### src/rtl/kernel_pipe_driver_pkg.sv
// Shared constants and types for the kernel pipe driver slice.
//   CNTW       : width of the delivered-word counter (count_out)
//   state_t    : driver control states
//   ptr_width  : FIFO pointer width for a given power-of-two depth
package kernel_pipe_driver_pkg;

    localparam int CNTW = 16;

    typedef enum logic [1:0] {
        ST_IDLE  = 2'd0,
        ST_RUN   = 2'd1,
        ST_DRAIN = 2'd2,
        ST_DONE  = 2'd3
    } state_t;

    // A depth-2 FIFO still needs a one-bit pointer.
    function automatic int ptr_width(input int depth);
        return (depth > 2) ? $clog2(depth) : 1;
    endfunction

endpackage

### src/rtl/kernel_pipe_fifo.sv
// Synchronous show-ahead FIFO with registered head and status.
//   clk, rst      : clock, synchronous active-low reset
//   push/push_data: write request and data (ignored when full unless popping)
//   pop           : read request (ignored when empty)
//   head          : registered copy of the oldest entry
//   full, empty   : registered status flags
//   count         : current occupancy (0..FDEPTH)
module kernel_pipe_fifo
    import kernel_pipe_driver_pkg::*;
#(
    parameter int DATAW  = 32,
    parameter int FDEPTH = 8,
    localparam int PTRW  = ptr_width(FDEPTH)
) (
    input  logic             clk,
    input  logic             rst,
    input  logic             push,
    input  logic [DATAW-1:0] push_data,
    input  logic             pop,
    output logic [DATAW-1:0] head,
    output logic             full,
    output logic             empty,
    output logic [PTRW:0]    count
);

    logic [DATAW-1:0] mem [FDEPTH];
    logic [PTRW-1:0]  wr_ptr_reg, rd_ptr_reg, rd_ptr_next;
    logic [PTRW:0]    count_reg, count_next;
    logic             full_reg, empty_reg;
    logic [DATAW-1:0] head_reg;
    logic             do_push, do_pop;

    always_comb begin
        do_pop      = pop && !empty_reg;
        // A push into a full FIFO is legal only when the same cycle frees a slot.
        do_push     = push && (!full_reg || do_pop);
        rd_ptr_next = do_pop ? rd_ptr_reg + 1'b1 : rd_ptr_reg;
        count_next  = count_reg;
        if (do_push && !do_pop) begin
            count_next = count_reg + 1'b1;
        end else if (do_pop && !do_push) begin
            count_next = count_reg - 1'b1;
        end
    end

    always_ff @(posedge clk) begin
        if (do_push) begin
            mem[wr_ptr_reg] <= push_data;
        end
    end

    // Registered read of the next head; bypass when the slot being written
    // is the one that becomes the head (empty FIFO or single-entry turnover).
    always_ff @(posedge clk) begin
        if (do_push && (wr_ptr_reg == rd_ptr_next)) begin
            head_reg <= push_data;
        end else begin
            head_reg <= mem[rd_ptr_next];
        end
    end

    always_ff @(posedge clk) begin
        if (!rst) begin
            wr_ptr_reg <= '0;
            rd_ptr_reg <= '0;
            count_reg  <= '0;
            full_reg   <= 1'b0;
            empty_reg  <= 1'b1;
        end else begin
            if (do_push) begin
                wr_ptr_reg <= wr_ptr_reg + 1'b1;
            end
            rd_ptr_reg <= rd_ptr_next;
            count_reg  <= count_next;
            full_reg   <= (count_next == (PTRW+1)'(FDEPTH));
            empty_reg  <= (count_next == '0);
        end
    end

    assign head  = head_reg;
    assign full  = full_reg;
    assign empty = empty_reg;
    assign count = count_reg;

endmodule

### src/rtl/kernel_pipe_driver.sv
// Drives a fixed-latency stallable kernel pipeline and buffers its results.
//   clk, rst                         : clock, synchronous active-low reset
//   in_valid/in_data/in_last/in_ready: upstream stream
//   out_valid/out_data/out_ready     : downstream stream (from output FIFO)
//   stall                            : freezes the kernel pipeline
//   kd_vin / kd_vout                 : kernel input / kernel result
//   done                             : one-cycle pulse when a stream has drained
//   count_out                        : words delivered in the current stream
module kernel_pipe_driver
    import kernel_pipe_driver_pkg::*;
#(
    parameter int DATAW  = 32,
    parameter int KLAT   = 3,
    parameter int FDEPTH = 8
) (
    input  logic             clk,
    input  logic             rst,
    input  logic             in_valid,
    input  logic [DATAW-1:0] in_data,
    input  logic             in_last,
    output logic             in_ready,
    output logic             out_valid,
    output logic [DATAW-1:0] out_data,
    input  logic             out_ready,
    output logic             stall,
    output logic [DATAW-1:0] kd_vin,
    input  logic [DATAW-1:0] kd_vout,
    output logic             done,
    output logic [CNTW-1:0]  count_out
);

    localparam int PTRW = ptr_width(FDEPTH);

    state_t          state_reg, state_next;
    logic [KLAT-1:0] vsr_reg, vsr_next;
    logic [CNTW-1:0] count_reg, count_next;
    logic            accept, pop, push;
    logic            fifo_full, fifo_empty;
    logic [PTRW:0]   fifo_count;

    assign kd_vin    = in_data;
    assign out_valid = !fifo_empty;
    assign pop       = out_valid && out_ready;
    // Only a result leaving the pipe into a full FIFO with no pop this cycle
    // has nowhere to go; everything else keeps moving.
    assign stall     = vsr_reg[KLAT-1] && fifo_full && !pop;
    assign push      = vsr_reg[KLAT-1] && !stall;
    assign count_out = count_reg;

    always_comb begin
        state_next = state_reg;
        in_ready   = 1'b0;
        done       = 1'b0;
        unique case (state_reg)
            ST_IDLE: begin
                in_ready = !stall;
                if (in_valid && in_ready) begin
                    state_next = in_last ? ST_DRAIN : ST_RUN;
                end
            end
            ST_RUN: begin
                in_ready = !stall;
                if (in_valid && in_ready && in_last) begin
                    state_next = ST_DRAIN;
                end
            end
            ST_DRAIN: begin
                if ((vsr_reg == '0) && (fifo_count == '0)) begin
                    state_next = ST_DONE;
                end
            end
            ST_DONE: begin
                done       = 1'b1;
                state_next = ST_IDLE;
            end
            default: state_next = ST_IDLE;
        endcase

        accept = in_valid && in_ready;

        vsr_next = vsr_reg;
        if (!stall) begin
            vsr_next    = vsr_reg << 1;
            vsr_next[0] = accept;
        end

        count_next = count_reg;
        if ((state_reg == ST_IDLE) && accept) begin
            count_next = '0;
        end else if (pop) begin
            count_next = count_reg + 1'b1;
        end
    end

    always_ff @(posedge clk) begin
        if (!rst) begin
            state_reg <= ST_IDLE;
            vsr_reg   <= '0;
            count_reg <= '0;
        end else begin
            state_reg <= state_next;
            vsr_reg   <= vsr_next;
            count_reg <= count_next;
        end
    end

    kernel_pipe_fifo #(
        .DATAW  (DATAW),
        .FDEPTH (FDEPTH)
    ) u_fifo (
        .clk       (clk),
        .rst       (rst),
        .push      (push),
        .push_data (kd_vout),
        .pop       (pop),
        .head      (out_data),
        .full      (fifo_full),
        .empty     (fifo_empty),
        .count     (fifo_count)
    );

endmodule
### config.mk
export PLATFORM = sky130hd
export DESIGN_NAME = kernel_pipe_driver
export DESIGN_NICKNAME = d
export VERILOG_FILES = /design/src/rtl/kernel_pipe_driver_pkg.sv /design/src/rtl/kernel_pipe_fifo.sv /design/src/rtl/kernel_pipe_driver.sv
export SDC_FILE = /design/constraint.sdc
export NUM_CORES = 1
export LEC_CHECK = 0
export CELL_PAD_IN_SITES_DETAIL_PLACEMENT = 0
export CELL_PAD_IN_SITES_GLOBAL_PLACEMENT = 2
export CORE_MARGIN = 2
export CORE_UTILIZATION = 37
export DETAILED_ROUTE_END_ITERATION = 7
export PLACE_DENSITY_LB_ADDON = 0.1
export SLEW_MARGIN = 20
export SYNTH_ARGS = -nofsm -noshare
export SYNTH_HDL_FRONTEND = slang
export SYNTH_SLANG_ARGS = --single-unit
### constraint.sdc
create_clock -name clk -period 4.3 [get_ports clk]
set_input_delay 0.86 -clock clk [delete_from_list [all_inputs] [get_ports clk]]
set_output_delay 0.86 -clock clk [all_outputs]
set_load 0.005 [all_outputs]
Word-level counts from Yosys, hierarchy flattened

Memories as Yosys holds them, arrays and structs flattened. A register that Yosys moved wholly into a read port is not among the register bits.
Index checks and enable logic that the tools add are counted.

Flip-flop bits (word level): 33
Bits in writable memories: 256
Bits of input ports: 69
Logic and storage cells: 61
Memories: 1

Memories:

| memory     | words | width | rd ports | clocked after Yosys merged registers in | write ports | line                   | source |
|---|---|---|---|---|---|---|---|
| u_fifo.mem | 8     | 32    | 1        | 1                                       | 1           | kernel_pipe_fifo.sv:26 | `logic [DATAW-1:0] mem [FDEPTH];` |

$add $sub $neg: 5
Equality and inequality tests: 7
Mux-type cells: 12
Bitwise operators: 1
Reduce and logical (&&, ||, !) cells: 27

Operators with widths:

| operator                                                           | count |
|---|---|
| 16-bit by 1-bit adder with 16-bit output, second input constant    | 1 |
| 1-bit logical AND                                                  | 13 |
| 4-bit logical NOT                                                  | 2 |
| 2-bit 2-to-1 mux                                                   | 4 |
| 4-bit 2-to-1 mux                                                   | 2 |
| 2-bit case mux with 4 select lines                                 | 1 |
| 3-bit by 1-bit adder with 3-bit output, second input constant      | 2 |
| 1-bit logical NOT                                                  | 6 |
| 2-bit != test, second input constant                               | 3 |
| 4-bit by 1-bit adder with 4-bit output, second input constant      | 1 |
| 2-bit == test, second input constant                               | 2 |
| 4-bit == test, second input constant                               | 1 |
| 1-bit 2-to-1 mux                                                   | 4 |
| 2-bit OR reduction                                                 | 2 |
| 4-bit by 1-bit subtractor with 4-bit output, second input constant | 1 |
| 3-bit logical NOT                                                  | 1 |
| 3-bit 2-to-1 mux                                                   | 1 |
| 3-bit AND reduction                                                | 1 |
| 2-bit by 1-bit == test with 1-bit output, second input constant    | 1 |
| 2-bit logical NOT                                                  | 1 |
| 1-bit logical OR                                                   | 1 |
| 1-bit NOT                                                          | 1 |

Depth between registers and ports, before layout

Gate-level depths: netlist of the first run.

Depth in word-level cells: 12
Gate-level depth with buffers: 6
Gate-level depth less buffers: 6

Modules after synthesis

Synthesis of the first run repeated with hierarchy kept, for this count alone.

Cells, all modules: 608
Area total of the unflattened synthesis: 11777.5 µm²

Modules (own cells, without submodules):

| module             | times used | cells an instance | area an instance (µm²) | seq. area each (µm²) |
|---|---|---|---|---|
| kernel_pipe_fifo   | 1          | 452               | 10472.5                | 7987.7 |
| kernel_pipe_driver | 1          | 156               | 1305.0                 | 420.4 |

Worst setup path before layout of the first run

No wires, ideal clock.

Path kind: input to register
From: input port out_ready
To: memory u_fifo.mem[0][0], enable pin
Arrival: 3.769 ns
Data required time: 3.839 ns
Slack: 0.070 ns
Stages on the path: 5
Cell sequence: nand2b_1 > clkbuf_1 > a21boi_1 > nand2b_1 > nor3_1

Word-level cells in the longest chain between the ends: 8
Elaborated cells between the ends (all ways): 10

RTL lines:

| what                                     | line                     | source |
|---|---|---|
| from (decl)                              | kernel_pipe_driver.sv:24 | `input logic out_ready,` |
| 1-bit logical AND *                      | kernel_pipe_driver.sv:43 | `assign pop = out_valid && out_ready;` |
| 1-bit logical NOT                        | kernel_pipe_driver.sv:46 | `assign stall = vsr_reg[KLAT-1] && fifo_full && !pop;` |
| 1-bit logical AND                        | kernel_pipe_driver.sv:46 |  |
| 1-bit logical NOT                        | -                        |  |
| 1-bit logical AND                        | kernel_pipe_driver.sv:47 | `assign push = vsr_reg[KLAT-1] && !stall;` |
| 1-bit logical AND *                      | kernel_pipe_fifo.sv:36   | `do_push = push && (!full_reg \|\| do_pop);` |
| 1-bit 2-to-1 mux *                       | kernel_pipe_fifo.sv:47   | `if (do_push) begin` |
| 1-bit 2-to-1 mux (not written as such) * | kernel_pipe_fifo.sv:48   | `mem[wr_ptr_reg] <= push_data;` |
| to (decl)                                | kernel_pipe_fifo.sv:26   |  |

Mark *: on every way between the ends. The rest lies on a longest branch, timed or not.

==> impl_metrics.csv, run 1 <==
group,metric,value,unit
outcome,outcome,"completed",
sta,setup_viol_count_final,0,
critical_path,crit_chain,"buf_12 > mux4_2 > mux2_2 > clkdlybuf4s50_1",
drt,ant_nets,0,
logic_synthesis,synth_area,11600,sq um
layout,fill_cells,2660,
place,io_buffers,88,
drt,via_per_inst,5.13,
drt,drtIter0Drc,375,
layout,drive_gt1_frac,0.223,
clocking,clk_pin_slew_worst_paths,0.06,ns
critical_path,cp_data_required_time,3.44,ns
clocking,clk_path_buf_depth,3,
global_route,grt_pass1_vias,6119,
critical_path,path_max_fanout,27,
critical_path,arrival,2.87,ns
clocking,cts_made_buffers,31,
drt,wl_per_cell,20.8,um
sta,slew_viol_final,0,
sta,fin_crit,3.73,ns
global_route,grt_antenna_before_repair,0,
logic_synthesis,yosysTopAreaCell,"edfxtp_1",
clocking,cts_resized,0,
drt,drc,0,
global_route,grt-ovfl-total,0,
drt,vias,5689,
clocking,postCtsSetupRepairBufs,0,
logic_synthesis,netlist_instances,615,
min_path,hp-class,"flip-flop to flip-flop",
die,ios,153,
clocking,clock_sinks,292,
sta,fin_setup_tns,0,ns
logic_synthesis,ys_warn_count,0,
sta,rsz0062_at_grt,"no",
sta,period_share,0.866,
clocking,clock_latency,0.55,ns
critical_path,start_kind,"flip-flop",
logic_synthesis,synth_cell_types,45,
place,dpl.hpwl,13300,um
clocking,cts_hold_buffers,0,
logic_synthesis,ys_ff_latch,292,
die,start_util,0.378,
flow_run,drv_cap,0,
critical_path,end_kind,"primary output",
sta,skew,0.0195,ns
critical_path,slowest_stage,"dfxtp_4",
logic_synthesis,synth-edff-count,256,
die,fp.dieArea,32800,sq um
logic_synthesis,yosysSeqAreaShare,0.724,
critical_path,critPathMaxStageDelay,0.67,ns
power,power_density,486,nW/um^2
die,floorplan.rows,64,
power,ir_drop,317,uV
die,coreArea,30700,sq um
clocking,htree_levels,1,
drt,wl,23000,um
critical_path,path_buf_inv,2,
clocking,cts_tree,"yes",
layout,area.growth.synth_to_final,18.5,%
drt,drt_first_pass_iters,5,
die,dieHeight,181,um
logic_synthesis,synth_top_area_frac,0.662,
layout,layout_commonest_cell,"edfxtp_1",
logic_synthesis,synth_area_leaders,"edfxtp_1, mux4_2, dfxtp_1",
global_route,grt_use_total,0.139,
sta,slew-limit-headroom,0.300,
clocking,ctsRootBufferMaster,"clkbuf_16",
layout,nets,770,
critical_path,crit_type,"flip-flop to primary output",
layout,antenna_cells,0,
layout,largest_register_ff_count,256,
die,die_w,181,um
layout,final_util,0.448,
logic_synthesis,synth_area_per_cell,18.9,sq um
sta,tightestPinTransition,1.05,ns
global_route,grt_max_degree,38,
sta,finalHoldViolations,0,
global_route,grt_pass1_wl,35400,um
layout,mostFrequentLayoutCells,"edfxtp_1, clkdlybuf4s50_1, mux4_2",
place,gp_congestion,0.722,
power,p_leak,4.29,nW
sta,max_freq,268,MHz
logic_synthesis,synth-main-ff-cell,"edfxtp_1",
critical_path,crit_family,"multiplexers",
logic_synthesis,async_flop_share,0,
logic_synthesis,syn_nets,694,
power by group:
part	total, mW	internal, mW	switching (mW)	leakage (nW)
Sequential	3.25	3.14	0.110	2.60
Clock	2.38	1.37	1.01	0.443
Combinational	1.05	0.631	0.418	1.25
Yosys cell counts (2+ instances only):
cell      instances
mux2i_1           3
buf_4            32
nor2_1           27
or4_1             5
o21ai_0           5
dfxtp_1          36
a211oi_1          2
buf_2             8
a21oi_1          12
nand2b_1          6
edfxtp_1        256
and4b_1           2
xor2_1            9
inv_1             9
o211ai_1          4
mux2_2           32
nor3_1            6
xnor2_1           5
a21o_1            2
nand4_1           7
nand3_1           7
nor2b_1           2
nand2_1          20
and3_1            4
mux4_2           64
and2_1            3
clkbuf_1         16
ha_1             10
o31ai_1           4
or3_1             2
cells by family (layout without fill, tap and decap cells):
group | Yosys count | in the layout | synth area share
AND/OR/NAND/NOR | 96 | 96 | 0.0422
flip-flops | 292 | 292 | 0.724
multiplexers | 99 | 99 | 0.158
buffers and inverters | 67 | 165 | 0.0335
AO/OA/AOI/OAI | 37 | 37 | 0.0215
XOR/XNOR | 14 | 14 | 0.0106
adder cells (fa/ha/maj) | 10 | 10 | 0.0108
metrics by stage:
step	worst slack, ns	hold slack (ns)	total power [mW]	cell area, sq um	cells
after floorplan	0.0700	0.425	3.97	11600	615
after global placement	0.836	0.433	4.38	12900	1054
after detailed placement	0.767	0.437	4.38	12900	1054
after CTS	0.473	0.456	6.79	13800	1109
after global routing	0.384	0.465	7.00	13800	1109
final	0.575	0.451	6.68	13800	1109
path summary, 6_finish.rpt:
check                       startpoint                end  slack, ns  cells past startpoint
hold reg to reg   u_fifo.rd_ptr_reg[2]          flip-flop       0.45                      1
setup reg to reg          u_fifo.empty  u_fifo.mem[3][11]       1.80                      5
hold / removal    u_fifo.rd_ptr_reg[2]          flip-flop       0.45                      1
setup / recovery             flip-flop        out_data[2]       0.57                      4
layer usage:
layer	global-route usage	wire (um)	up-vias
li1	-	-	2575
met1	0.183	10100	2910
met2	0.237	11400	144
met3	0.0282	1110	60
met4	0.0367	490	0
met5	0	0	-
final cells by class:
| type | instances | area (sq um) | area share |
|---|---|---|---|
| clock buffers | 40 | 810 | 0.0588 |
| flip-flops and latches | 292 | 8420 | 0.611 |
| repair buffers | 101 | 1040 | 0.0756 |
| well taps | 396 | 495 | 0.0360 |
| inverters | 9 | 33.8 | 0.00245 |
| multi-input cells | 256 | 2880 | 0.209 |
| clock inverters | 15 | 93.8 | 0.00682 |
(Power assumes the default switching activity.)
==> inputs of run 2 (changes only) <==
--- a/config.mk
+++ b/config.mk
@@ -7,9 +7,11 @@
 export LEC_CHECK = 0
 export CELL_PAD_IN_SITES_DETAIL_PLACEMENT = 0
 export CELL_PAD_IN_SITES_GLOBAL_PLACEMENT = 2
+export CORE_ASPECT_RATIO = 0.9
 export CORE_MARGIN = 2
 export CORE_UTILIZATION = 37
 export DETAILED_ROUTE_END_ITERATION = 7
+export GPL_TIMING_DRIVEN = 0
 export PLACE_DENSITY_LB_ADDON = 0.1
 export SLEW_MARGIN = 20
 export SYNTH_ARGS = -nofsm -noshare
==> run 2 against run 1 <==
  * Sequential power fell by 2%
  * Via count up 7.8%
  * Die area is essentially flat
  * Clock skew is 0.0055 ns lower
  * Clock-buffer cell count increased by 6
  * Largest cell class unchanged
==> impl_metrics.csv, run 2 (synthesized netlist as in run 1, its figures left out) <==
group,metric,value,unit
critical_path,slowest_stage,"clkbuf_1",
layout,layout_commonest_cell,"edfxtp_1",
critical_path,start_kind,"flip-flop",
die,start_util,0.376,
clocking,clock_sinks,292,
clocking,cts_made_buffers,34,
die,dieHeight,172,um
global_route,grt_max_degree,20,
power,ir_drop,277,uV
critical_path,critPathMaxStageDelay,0.69,ns
drt,drc,0,
layout,area.growth.synth_to_final,27.2,%
sta,slew_viol_final,0,
die,floorplan.rows,61,
power,power_frac_comb,0.168,
flow_run,drv_cap,0,
drt,drtIter0Drc,372,
min_path,hp-class,"flip-flop to flip-flop",
clocking,clk_pin_slew_worst_paths,0.06,ns
critical_path,crit_chain,"clkbuf_1 > clkbuf_1 > mux4_2 > mux2_2 > clkdlybuf4s50_1",
sta,setup_viol_count_final,0,
sta,fin_setup_tns,0,ns
clocking,postCtsSetupRepairBufs,0,
layout,mostFrequentLayoutCells,"edfxtp_1, clkdlybuf4s50_1, mux4_2",
clocking,cts_tree,"yes",
power,p_leak,4.79,nW
global_route,grt_pass1_vias,6430,
drt,vias,6135,
sta,fin_crit,3.98,ns
global_route,grt_antenna_before_repair,0,
die,coreArea,30900,sq um
critical_path,crit_type,"flip-flop to primary output",
sta,layout_setup_ws,0.324,ns
die,die_w,191,um
sta,skew,0.0140,ns
drt,via_per_inst,5.01,
sta,slew-limit-headroom,0.444,
clocking,cts_resized,0,
outcome,outcome,"completed",
critical_path,arrival,3.12,ns
power,power_density,478,nW/um^2
layout,largest_register_ff_count,256,
power,p_clk_frac,0.381,
power,switching_share,0.232,
sta,holdWs,0.450,ns
place,io_buffers,119,
layout,drive_gt1_frac,0.264,
drt,drt_first_pass_iters,4,
sta,max_freq,252,MHz
critical_path,path_max_fanout,10,
place,dp_slack,0.257,ns
sta,rsz0062_at_grt,"no",
critical_path,end_kind,"primary output",
clocking,cts_hold_buffers,0,
layout,nets,869,
layout,final_area,14800,sq um
sta,period_share,0.925,
power,intPower,5.42,mW
die,fp.dieArea,32800,sq um
place,gp_congestion,0.732,
critical_path,cp_data_required_time,3.44,ns
clocking,ctsRootBufferMaster,"clkbuf_16",
drt,wl,24900,um
critical_path,cpMostUsedCell,"clkbuf_1",
sta,finalHoldViolations,0,
power,power_switching,1.64,mW
global_route,grt_use_total,0.153,
clocking,htree_levels,2,
clocking,clk_path_buf_depth,3,
global_route,grt_pass1_wl,37500,um
place,place_area,13700,sq um
die,ios,153,
global_route,grt-ovfl-total,0,
drt,wl_per_cell,20.4,um
sta,tightestPinTransition,0.835,ns
power,seqPwrFrac,0.451,
clocking,clock_latency,0.50,ns
drt,ant_nets,0,
place,dpl.hpwl,16600,um
-- run 2: changes by cell type in the layout (fill, tap and decap cells not counted), moves of 2 or more --
cell,before,now
dfxtp_1,33,36
buf_4,8,38
clkbuf_8,0,3
clkinv_2,5,7
clkinv_1,8,3
buf_2,0,8
dfxtp_4,2,0
buf_16,0,8
clkbuf_1,9,24
buf_6,0,5
clkbuf_16,31,35
buf_12,5,2
clkdlybuf4s50_1,88,119
-- run 2: worst paths after layout --
check | startpoint | end | slack (ns) | cells after the start
max | flip-flop | out_data[8] | 0.32 | 5
max reg2reg | u_fifo.empty | u_fifo.mem[1][13] | 1.33 | 8
min reg2reg | u_fifo.rd_ptr_reg[2] | flip-flop | 0.45 | 1
min | u_fifo.rd_ptr_reg[2] | flip-flop | 0.45 | 1
-- run 2: critical path, delay by kind of cell (launching register included) --
kind,cells,cell delay [ns]
DFF,1,0.30
buffers and inverters,3,1.57
muxes,2,0.74
-- run 2: metal layers --
layer	wire length (um)	share of wire	track usage
met4	399	0.016	0.0361
met1	11200	0.45	0.208
met5	0	0	0
met3	1350	0.054	0.0298
met2	12000	0.48	0.255
-- run 2: power by group through the flow --
stage | clock network [mW] | registers (mW) | logic, mW
3_3_place_gp | 0 | 3.24 | 1.19
4_1_cts | 2.77 | 3.18 | 1.22
6_report | 2.69 | 3.18 | 1.19
2_1_floorplan | 0 | 3.23 | 0.737
3_5_place_dp | 0 | 3.24 | 1.21
5_1_grt | 2.87 | 3.19 | 1.30
-- run 2: final cells by class --
cell class | instances | area [sq um]
Clock buffer | 46 | 947
Multi-Input combinational cell | 256 | 2880
Buffer | 58 | 355
Antenna cell | 1 | 2.50
Fill cell | 2638 | 16100
Inverter | 9 | 33.8
Tap cell | 409 | 512
Clock inverter | 14 | 101
Sequential cell | 292 | 8410
Timing Repair Buffer | 139 | 1540
-- run 2: metrics by stage --
| step | instances | utilization | power, mW |
|---|---|---|---|
| floorplan | 615 | - | 3.97 |
| global placement | 1143 | 0.431 | 4.43 |
| detailed placement | 1163 | 0.444 | 4.45 |
| CTS | 1223 | 0.478 | 7.17 |
| global route | 1223 | 0.478 | 7.36 |
| finish | 1224 | 0.478 | 7.06 |
